==> config.mk <==
export PLATFORM = sky130hd
export DESIGN_NAME = dbus_arbiter
export DESIGN_NICKNAME = d
export VERILOG_FILES = /design/src/rtl/dbus_pkg.sv /design/src/rtl/dbus_decode.sv /design/src/rtl/dbus_arbiter.sv
export SDC_FILE = /design/constraint.sdc
export NUM_CORES = 1
export LEC_CHECK = 0
export BUFFER_PORTS_ARGS = -buffer_cell sky130_fd_sc_hd__buf_4
export CAP_MARGIN = 20
export CORE_AREA = 2 2 120 122
export CTS_CLUSTER_DIAMETER = 120
export CTS_CLUSTER_SIZE = 10
export DETAILED_ROUTE_END_ITERATION = 8
export DIE_AREA = 0 0 122 124
export SLEW_MARGIN = 20
export SYNTH_ARGS = -nofsm -noshare
export SYNTH_HDL_FRONTEND = slang
export SYNTH_SLANG_ARGS = --single-unit
==> constraint.sdc <==
create_clock -name clk -period 4.3 [get_ports clk]
set_input_delay 0.43 -clock clk [delete_from_list [all_inputs] [get_ports clk]]
set_output_delay 0.43 -clock clk [all_outputs]
set_load 0.02 [all_outputs]
==> src/rtl/dbus_pkg.sv <==
// -----------------------------------------------------------------------------
// dbus_pkg
// Shared definitions for the two-master data bus arbiter:
//   - default address-map constants (RAM page, UART page, debug LED register)
//   - slave-select enum produced by the address decoder and carried down the
//     response pipeline
// -----------------------------------------------------------------------------
package dbus_pkg;

    localparam logic [15:0] RAM_PAGE_DEF  = 16'h0000;
    localparam logic [15:0] UART_PAGE_DEF = 16'hE000;
    localparam logic [31:0] DBG_ADDR_DEF  = 32'hF000_0000;

    typedef enum logic [1:0] {
        SEL_NONE = 2'd0,
        SEL_RAM  = 2'd1,
        SEL_UART = 2'd2,
        SEL_DBG  = 2'd3
    } sel_e;

endpackage

==> src/rtl/dbus_decode.sv <==
// -----------------------------------------------------------------------------
// dbus_decode
// Combinational address decoder for the data bus.
// Ports:
//   addr_i  32-bit byte address of the access being issued
//   sel_o   selected slave (SEL_NONE when the address is unmapped)
// The debug register is an exact-address match and wins over the page
// matches, so it may live inside either page without being shadowed.
// -----------------------------------------------------------------------------
module dbus_decode
    import dbus_pkg::*;
#(
    parameter logic [15:0] RAM_PAGE  = RAM_PAGE_DEF,
    parameter logic [15:0] UART_PAGE = UART_PAGE_DEF,
    parameter logic [31:0] DBG_ADDR  = DBG_ADDR_DEF
) (
    input  logic [31:0] addr_i,
    output sel_e        sel_o
);

    always_comb begin
        sel_o = SEL_NONE;
        if (addr_i == DBG_ADDR) begin
            sel_o = SEL_DBG;
        end else if (addr_i[31:16] == UART_PAGE) begin
            sel_o = SEL_UART;
        end else if (addr_i[31:16] == RAM_PAGE) begin
            sel_o = SEL_RAM;
        end
    end

endmodule

==> src/rtl/dbus_arbiter.sv <==
// -----------------------------------------------------------------------------
// dbus_arbiter
// Round-robin arbiter between two bus masters (m0 = CPU, m1 = loader/DMA)
// sharing one slave bus with three slaves: synchronous RAM, UART, debug LED.
// One access may be issued per cycle; read responses return exactly one
// cycle after the grant, in grant order.
// Ports:
//   clk, reset_n                  clock, asynchronous active-low reset
//   mN_req/addr/we/wdata          master N request (held until granted)
//   mN_gnt                        access issued this cycle (combinational)
//   mN_rvalid/rdata/err           response one cycle after grant
//   s_addr/s_wdata/s_we           shared slave bus (winner's values)
//   cs_ram/cs_uart/cs_dbg         one-hot chip selects
//   ram_rdata                     RAM q, valid the cycle after the address
//   uart_rdata                    combinational UART status/data byte
// -----------------------------------------------------------------------------
module dbus_arbiter
    import dbus_pkg::*;
#(
    parameter logic [15:0] RAM_PAGE  = RAM_PAGE_DEF,
    parameter logic [15:0] UART_PAGE = UART_PAGE_DEF,
    parameter logic [31:0] DBG_ADDR  = DBG_ADDR_DEF
) (
    input  logic        clk,
    input  logic        reset_n,

    input  logic        m0_req,
    input  logic [31:0] m0_addr,
    input  logic        m0_we,
    input  logic [31:0] m0_wdata,
    output logic        m0_gnt,
    output logic        m0_rvalid,
    output logic [31:0] m0_rdata,
    output logic        m0_err,

    input  logic        m1_req,
    input  logic [31:0] m1_addr,
    input  logic        m1_we,
    input  logic [31:0] m1_wdata,
    output logic        m1_gnt,
    output logic        m1_rvalid,
    output logic [31:0] m1_rdata,
    output logic        m1_err,

    output logic [31:0] s_addr,
    output logic [31:0] s_wdata,
    output logic        s_we,
    output logic        cs_ram,
    output logic        cs_uart,
    output logic        cs_dbg,

    input  logic [31:0] ram_rdata,
    input  logic [7:0]  uart_rdata
);

    // Round-robin pointer: id of the master granted last. Reset value 1 so
    // master 0 wins the first contention.
    logic        last_q, last_d;

    // Response pipeline (one stage): valid access, its master, slave, read flag
    logic        vld_q, vld_d;
    logic        mid_q;
    sel_e        sel_q;
    logic        rd_q;
    logic [7:0]  uart_q;

    logic        any_gnt;
    logic        win_id;
    logic [31:0] win_addr;
    logic [31:0] win_wdata;
    logic        win_we;
    sel_e        win_sel;

    // Grant: a lone requester wins; on contention the master not granted
    // last wins. Gating with reset_n keeps the bus quiet while in reset.
    always_comb begin
        m0_gnt    = reset_n & m0_req & (~m1_req |  last_q);
        m1_gnt    = reset_n & m1_req & (~m0_req | ~last_q);
        any_gnt   = m0_gnt | m1_gnt;
        win_id    = m1_gnt;
        win_addr  = m1_gnt ? m1_addr  : m0_addr;
        win_wdata = m1_gnt ? m1_wdata : m0_wdata;
        win_we    = m1_gnt ? m1_we    : m0_we;
    end

    dbus_decode #(
        .RAM_PAGE  (RAM_PAGE),
        .UART_PAGE (UART_PAGE),
        .DBG_ADDR  (DBG_ADDR)
    ) u_decode (
        .addr_i (win_addr),
        .sel_o  (win_sel)
    );

    // Slave bus: driven only in a grant cycle; unmapped accesses select
    // nothing and never strobe a write.
    always_comb begin
        s_addr  = any_gnt ? win_addr  : 32'h0;
        s_wdata = any_gnt ? win_wdata : 32'h0;
        cs_ram  = any_gnt & (win_sel == SEL_RAM);
        cs_uart = any_gnt & (win_sel == SEL_UART);
        cs_dbg  = any_gnt & (win_sel == SEL_DBG);
        s_we    = any_gnt & win_we & (win_sel != SEL_NONE);
    end

    always_comb begin
        last_d = any_gnt ? win_id : last_q;
        vld_d  = any_gnt;
    end

    always_ff @(posedge clk or negedge reset_n) begin
        if (!reset_n) begin
            last_q <= 1'b1;
            vld_q  <= 1'b0;
        end else begin
            last_q <= last_d;
            vld_q  <= vld_d;
        end
    end

    // Payload of the response stage; only meaningful while vld_q is set.
    always_ff @(posedge clk) begin
        if (any_gnt) begin
            mid_q  <= win_id;
            sel_q  <= win_sel;
            rd_q   <= ~win_we;
            uart_q <= uart_rdata;
        end
    end

    // ---- response stage (grant + 1) ----
    logic        rsp_rd;
    logic        rsp_err;
    logic [31:0] rsp_data;

    always_comb begin
        rsp_rd  = vld_q & rd_q;
        rsp_err = vld_q & (sel_q == SEL_NONE);
        case (sel_q)
            SEL_RAM:  rsp_data = ram_rdata;
            SEL_UART: rsp_data = {24'h0, uart_q};
            default:  rsp_data = 32'h0;
        endcase

        m0_rvalid = rsp_rd & ~mid_q;
        m1_rvalid = rsp_rd &  mid_q;
        m0_err    = rsp_err & ~mid_q;
        m1_err    = rsp_err &  mid_q;
        m0_rdata  = m0_rvalid ? rsp_data : 32'h0;
        m1_rdata  = m1_rvalid ? rsp_data : 32'h0;
    end

endmodule

==> summary.md, run 1 <==
| Metric | Value |
|---|---|
| Setup TNS | `0 ns` |
| Post-synth EDFFs | `12` |
| Most frequent cells after synthesis | `nand2_1, nor2_1, a21oi_1` |
| Worst slew pin tran | `0.702 ns` |
| Leakage | `2.45 nW` |
| Worst slew margin | `53.2%` |
| Vias | `3,754` |
| Die H | `124 um` |
| Worst setup endpoint | `s_we` |
| GRT Total Usage | `14.9%` |
| Dpl cells | `868` |
| Comb pwr share | `55.7%` |
| Root Buffer | `clkbuf_16` |
| Worst setup EP type | `output port` |
| Wire per inst | `14.6 um` |
| Die Area | `0.0151 sq mm` |
| Hold Crit Class | `input pin to flip-flop` |
| Top cells by area, synth | `nand2_1, edfxtp_1, a21oi_1` |
| Port bufs | `311` |
| Core Region | `0.0137 sq mm` |
| Reg2reg end | `sel_q[1]` |
| Total iterations of the first detailed-routing run | `4` |
| Max-cap violation count | `0` |
| Area grow syn2layout | `114%` |
| TritonCTS clock tree | `built` |
| Final setup violation count | `0` |
| Finished Layout Cells | `873` |
| Largest net degree at the start of global routing | `66` |
| DP Worst Slack | `1.56 ns` |
| Hold Violations, Final | `0` |
| H-tree depth | `1` |
| Final ANT Viol Nets | `0` |
| Total Wirelength | `12,800 um` |
| Pwr per Cell Area | `161 mW/mm^2` |
| Critical Path Source | `reset_n` |
| Distinct cells, synth | `34` |
| Tcrit/Tclk final | `76.9%` |
| Gate Count Post-Synth | `403` |
| Seq/Total Area, Yosys | `18.3%` |
| DP Wirelength | `10,500 um` |
| Count of standard-cell rows | `43` |
| Sink Count | `14` |
| Syn nets | `580` |
| Net count, final | `871` |
| FMAX | `303 MHz` |
| Clk slew on worst S/H paths | `0.05 ns` |
| Reg2reg path depth | `5` |
| Synth warn | `0` |
| Routability cong. | `0.779` |
| FF+latch count, synth | `14` |
| Async S/R FF share, synth | `14.3%` |
| Worst Path Max Fanout | `65` |
| Clock Tree Buf Depth | `2` |
| Final WS setup | `0.994 ns` |
| Placed instance area | `0.00473 sq mm` |
| First-pass GRT wire length | `17,900 um` |
| Fin crit period | `3.31 ns` |
| Flop2flop setup slack | `2.20 ns` |
| Util after Layout | `35.1%` |
| Vias in the first global route | `3,384` |
| Vias/cell | `4.30` |
| Sw Ratio | `36.7%` |
| Most common cell in the netlist | `nand2_1` |
| Grt ovf | `0` |
| Arrival time at the worst endpoint | `2.88 ns` |
| CTS Buf Count | `3` |
| Finished Cell Area | `0.00482 sq mm` |
| Syn Area/Cell | `5.59 sq um` |
| Slew Limit Fails | `0` |
| Peak VDD IR | `0.0882 mV` |
| Crit start category | `input pin` |
| Synth area leader | `nand2_1` |
| Post-CTS Setup Inserts | `0` |
| DRC viols | `0` |
| Unrepaired setup endpoints after global routing | `no` |
| Layout cells sized above 1 | `48.6%` |
| Starting Density | `16.4%` |
| Clock network power share | `22.6%` |
| Synth top area share | `26.8%` |
| Antenna violations before repair | `0` |
| Top Ports | `312` |
| Area of the mapped netlist | `0.00225 sq mm` |
| # diodes | `0` |
| Chip width | `122 um` |
| Crit Reg-Reg Startpoint | `last_q` |
| Internal Power | `0.490 mW` |
| 1st-iter DRT viols | `142` |
| Critical path required time | `3.87 ns` |
| Dominant synthesized flop cell | `edfxtp_1` |
| Psw | `0.284 mW` |
| Clk Latency, worst-skew pair | `0.24 ns` |
| Path type of the worst setup path | `input pin to output port` |
| Clock Skew | `0.000271 ns` |
| Sequential Power Share | `21.7%` |
| Status | `complete, no violations` |
[worst min-delay path by stage]
stage          depth (start not counted)           from        end
3_5_place_dp                           1        reset_n      vld_q
2_1_floorplan                          0        reset_n      vld_q
3_3_place_gp                           1        reset_n      vld_q
4_1_cts                                1  uart_rdata[0]  uart_q[0]
5_1_grt                                1  uart_rdata[6]  uart_q[6]
6_report                               1  uart_rdata[0]  uart_q[0]
[cell families after synthesis]
logic type | share of synthesized area, %
adders and majority gates | 1.66
and+or+nand+nor | 49.4
AOI/OAI and AO/OA | 21.5
DFF | 18.3
muxes | 1.33
buffers and inverters | 7.82
[through the flow]
step / power, mW / hold WS, ns
after global placement: 0.604 / 0.235
after floorplan: 0.365 / 0.134
after CTS: 0.784 / 0.361
final: 0.775 / 0.364
after global routing: 0.829 / 0.358
after detailed placement: 0.605 / 0.237
[flip-flops by register name, indices dropped and copies added (netlist names)]
name,count
vld_q,1
uart_q,8
mid_q,1
sel_q,2
rd_q,1
last_q,1
[layout by cell type (no fill, tap or decap), types with 2 or more instances in the layout]
| cell | count |
|---|---|
| a21oi_1 | 63 |
| a22o_1 | 8 |
| and3_1 | 3 |
| buf_4 | 317 |
| clkbuf_16 | 3 |
| edfxtp_1 | 12 |
| ha_1 | 2 |
| inv_1 | 7 |
| mux2i_1 | 3 |
| nand2_1 | 160 |
| nand2_2 | 2 |
| nand3_1 | 4 |
| nand4_1 | 5 |
| nor2_1 | 71 |
| nor4_1 | 11 |
| nor4_4 | 3 |
[worst max-delay path: stages]
cell and delay (ns):
dlygate4sd3_1 0.55, buf_4 0.17, and2_4 0.16, nand2_2 0.07, buf_4 0.55, mux2i_1 0.46
o211ai_2 0.12, a21oi_2 0.16, buf_4 0.15
[layer usage]
layer	part of all wire [%]	global-route usage, %
met1	38	18.4
met2	52	26.8
met3	9.1	3.30
met4	0.92	2.73
met5	0	0
[what timing repair did]
action,in CTS,in global routing
hold buffers,1,0
resized for setup,0,0
endpoints found under the hold margin,1,0
[final cells by class]
cell class	instances	area (sq um)
multi-input cells	349	1680
fillers	1562	8900
clock inverters	1	3.75
repair buffers	318	2390
clock buffers	3	75.1
well taps	180	225
inverters	8	30.0
flip-flops and latches	14	412
[power by group through the flow]
stage | clock (mW) | combinational, mW | sequential, mW
finish | 0.175 | 0.431 | 0.168
detailed placement | 0 | 0.434 | 0.170
floorplan | 0 | 0.196 | 0.169
global placement | 0 | 0.434 | 0.170
global route | 0.189 | 0.471 | 0.169
CTS | 0.180 | 0.437 | 0.168
Note: power is estimated with default switching activity, not from simulation.
==> run 2: changes to the inputs <==
- clock period: 4.3 -> 3.4 ns (I/O delays scaled with it)
==> run 2 against run 1 <==
  * Sequential power grew 27%
  * Critical path depth is the same
  * Sequential share of layout area is essentially flat
  * First-iteration DRC count grew 31%
  * Clock power grew 27%
  * Register-to-register slack lost 0.57 ns
  * Core utilization grew 0.073 points
  * Sequential cell count is the same
  * Clock-buffer cell count grew 1
  * Critical path type unchanged
  * Critical endpoint unchanged
  * Largest power group unchanged
==> summary.md, run 2 (synthesis results as in run 1) <==
| Metric | Value |
|---|---|
| # diodes | `0` |
| Port bufs | `311` |
| Clk Latency, worst-skew pair | `0.24 ns` |
| DP Wirelength | `10,400 um` |
| Root Buffer | `clkbuf_16` |
| Flop2flop setup slack | `1.63 ns` |
| Status | `complete, no violations` |
| Peak VDD IR | `0.123 mV` |
| Starting Density | `16.4%` |
| Final setup violation count | `0` |
| Pwr per Cell Area | `203 mW/mm^2` |
| Commonest non-fill, non-tap cell in the layout | `buf_4` |
| Worst slew pin tran | `0.693 ns` |
| Commonest cells after routing, fill and taps aside | `buf_4, nand2_1, nor2_1` |
| Placed instance area | `0.00474 sq mm` |
| Path type of the worst setup path | `input pin to output port` |
| Die Area | `0.0151 sq mm` |
| Total iterations of the first detailed-routing run | `4` |
| Hold Violations, Final | `0` |
| Slew Limit Fails | `0` |
| GRT Total Usage | `14.6%` |
| Antenna violations before repair | `0` |
| Biggest register | `uart_q` |
| H-tree depth | `1` |
| Count of standard-cell rows | `43` |
| Vias | `3,798` |
| Layout cells sized above 1 | `48.5%` |
| DRC viols | `0` |
| CTS Buf Count | `3` |
| Grt ovf | `0` |
| Max reg flops | `8` |
| Fillers | `1,564` |
| Top Ports | `312` |
| Area grow syn2layout | `114%` |
| Top flop regs | `uart_q (8), sel_q (2)` |
| Vias/cell | `4.35` |
| Tcrit/Tclk final | `82.0%` |
| Leakage | `2.46 nW` |
| Core Region | `0.0137 sq mm` |
| Worst slew margin | `53.8%` |
| Hold Crit Class | `input pin to flip-flop` |
| Net count, final | `871` |
| TritonCTS clock tree | `built` |
| Crit start category | `input pin` |
| Setup TNS | `0 ns` |
| FMAX | `359 MHz` |
| Total Wirelength | `12,600 um` |
| Worst Path Max Fanout | `67` |
| First-pass GRT wire length | `17,500 um` |
| Fin crit period | `2.79 ns` |
| Clock Skew | `0.000164 ns` |
| Post-CTS Setup Inserts | `0` |
| Die H | `124 um` |
| Chip width | `122 um` |
| Wire per inst | `14.5 um` |
| Total power draw | `0.980 mW` |
| Worst setup EP type | `output port` |
| FF/Latch Area | `412 sq um` |
| Sink Count | `14` |
| Finished Cell Area | `0.00483 sq mm` |
| Clk slew on worst S/H paths | `0.05 ns` |
| Clock Tree Buf Depth | `2` |
| Final ANT Viol Nets | `0` |
| Multi-input logic area | `0.00168 sq mm` |
| Max-cap violation count | `0` |
| Largest net degree at the start of global routing | `68` |
| Unrepaired setup endpoints after global routing | `no` |
| 1st-iter DRT viols | `186` |
| Routability cong. | `0.778` |
| Arrival time at the worst endpoint | `2.45 ns` |
| Vias in the first global route | `3,405` |
| Critical path required time | `3.06 ns` |
-- run 2: changes by cell type in the layout (fill, tap and decap cells not counted), sizes merged --
cell,change
clkinv,-1
clkbuf,+1
-- run 2: per-stage QoR --
step / hold slack (ns) / util (%) / setup WS, ns / instances
after floorplan: 0.0444 / - / 1.43 / 403
after global placement: 0.145 / 34.5 / 1.14 / 868
after detailed placement: 0.147 / 34.5 / 1.14 / 868
after CTS: 0.270 / 35.2 / 0.559 / 873
after global routing: 0.267 / 35.2 / 0.401 / 873
final: 0.272 / 35.2 / 0.611 / 873
-- run 2: repair_timing --
action                                 4_1_cts  5_1_grt
hold buffers                                 1        0
endpoints found under the hold margin        1        0
resized for setup                            0        0
-- run 2: path summary, 6_finish.rpt --
check,from,end,depth (start not counted)
max in group asynchronous,reset_n,last_q,2
min,uart_rdata[4],uart_q[4],1
max,reset_n,s_we,9
min reg2reg,last_q,last_q,2
min in group asynchronous,reset_n,vld_q,2
max reg2reg,last_q,rd_q,5
-- run 2: worst max-delay path: stages --
cell and delay [ns]:
dlygate4sd3_1 0.54, buf_4 0.15, and2_4 0.17, nand2_2 0.13, inv_2 0.13, buf_12 0.27
mux2i_1 0.43, a21oi_2 0.05, buf_4 0.17
-- run 2: area by class of cell --
cell class                      instances  share of cell area, %
Multi-Input combinational cell        349                   34.8
Sequential cell                        14                   8.53
Tap cell                              180                   4.66
Clock buffer                            4                   1.63
Timing Repair Buffer                  318                   49.8
Inverter                                8                  0.622
-- run 2: metal layers --
layer / GRT usage (%) / vias to the layer above / wire length [um]
met2: 26.1 / 186 / 6370
li1: - / 1914 / -
met5: 0 / - / 0
met4: 2.80 / 0 / 126
met3: 3.57 / 10 / 1270
met1: 17.8 / 1688 / 4870
-- run 2: report_power, final --
part           switching [mW]  internal (mW)  total [mW]
registers             0.00697          0.206       0.213
clock network          0.0643          0.158       0.222
logic                   0.285          0.260       0.545
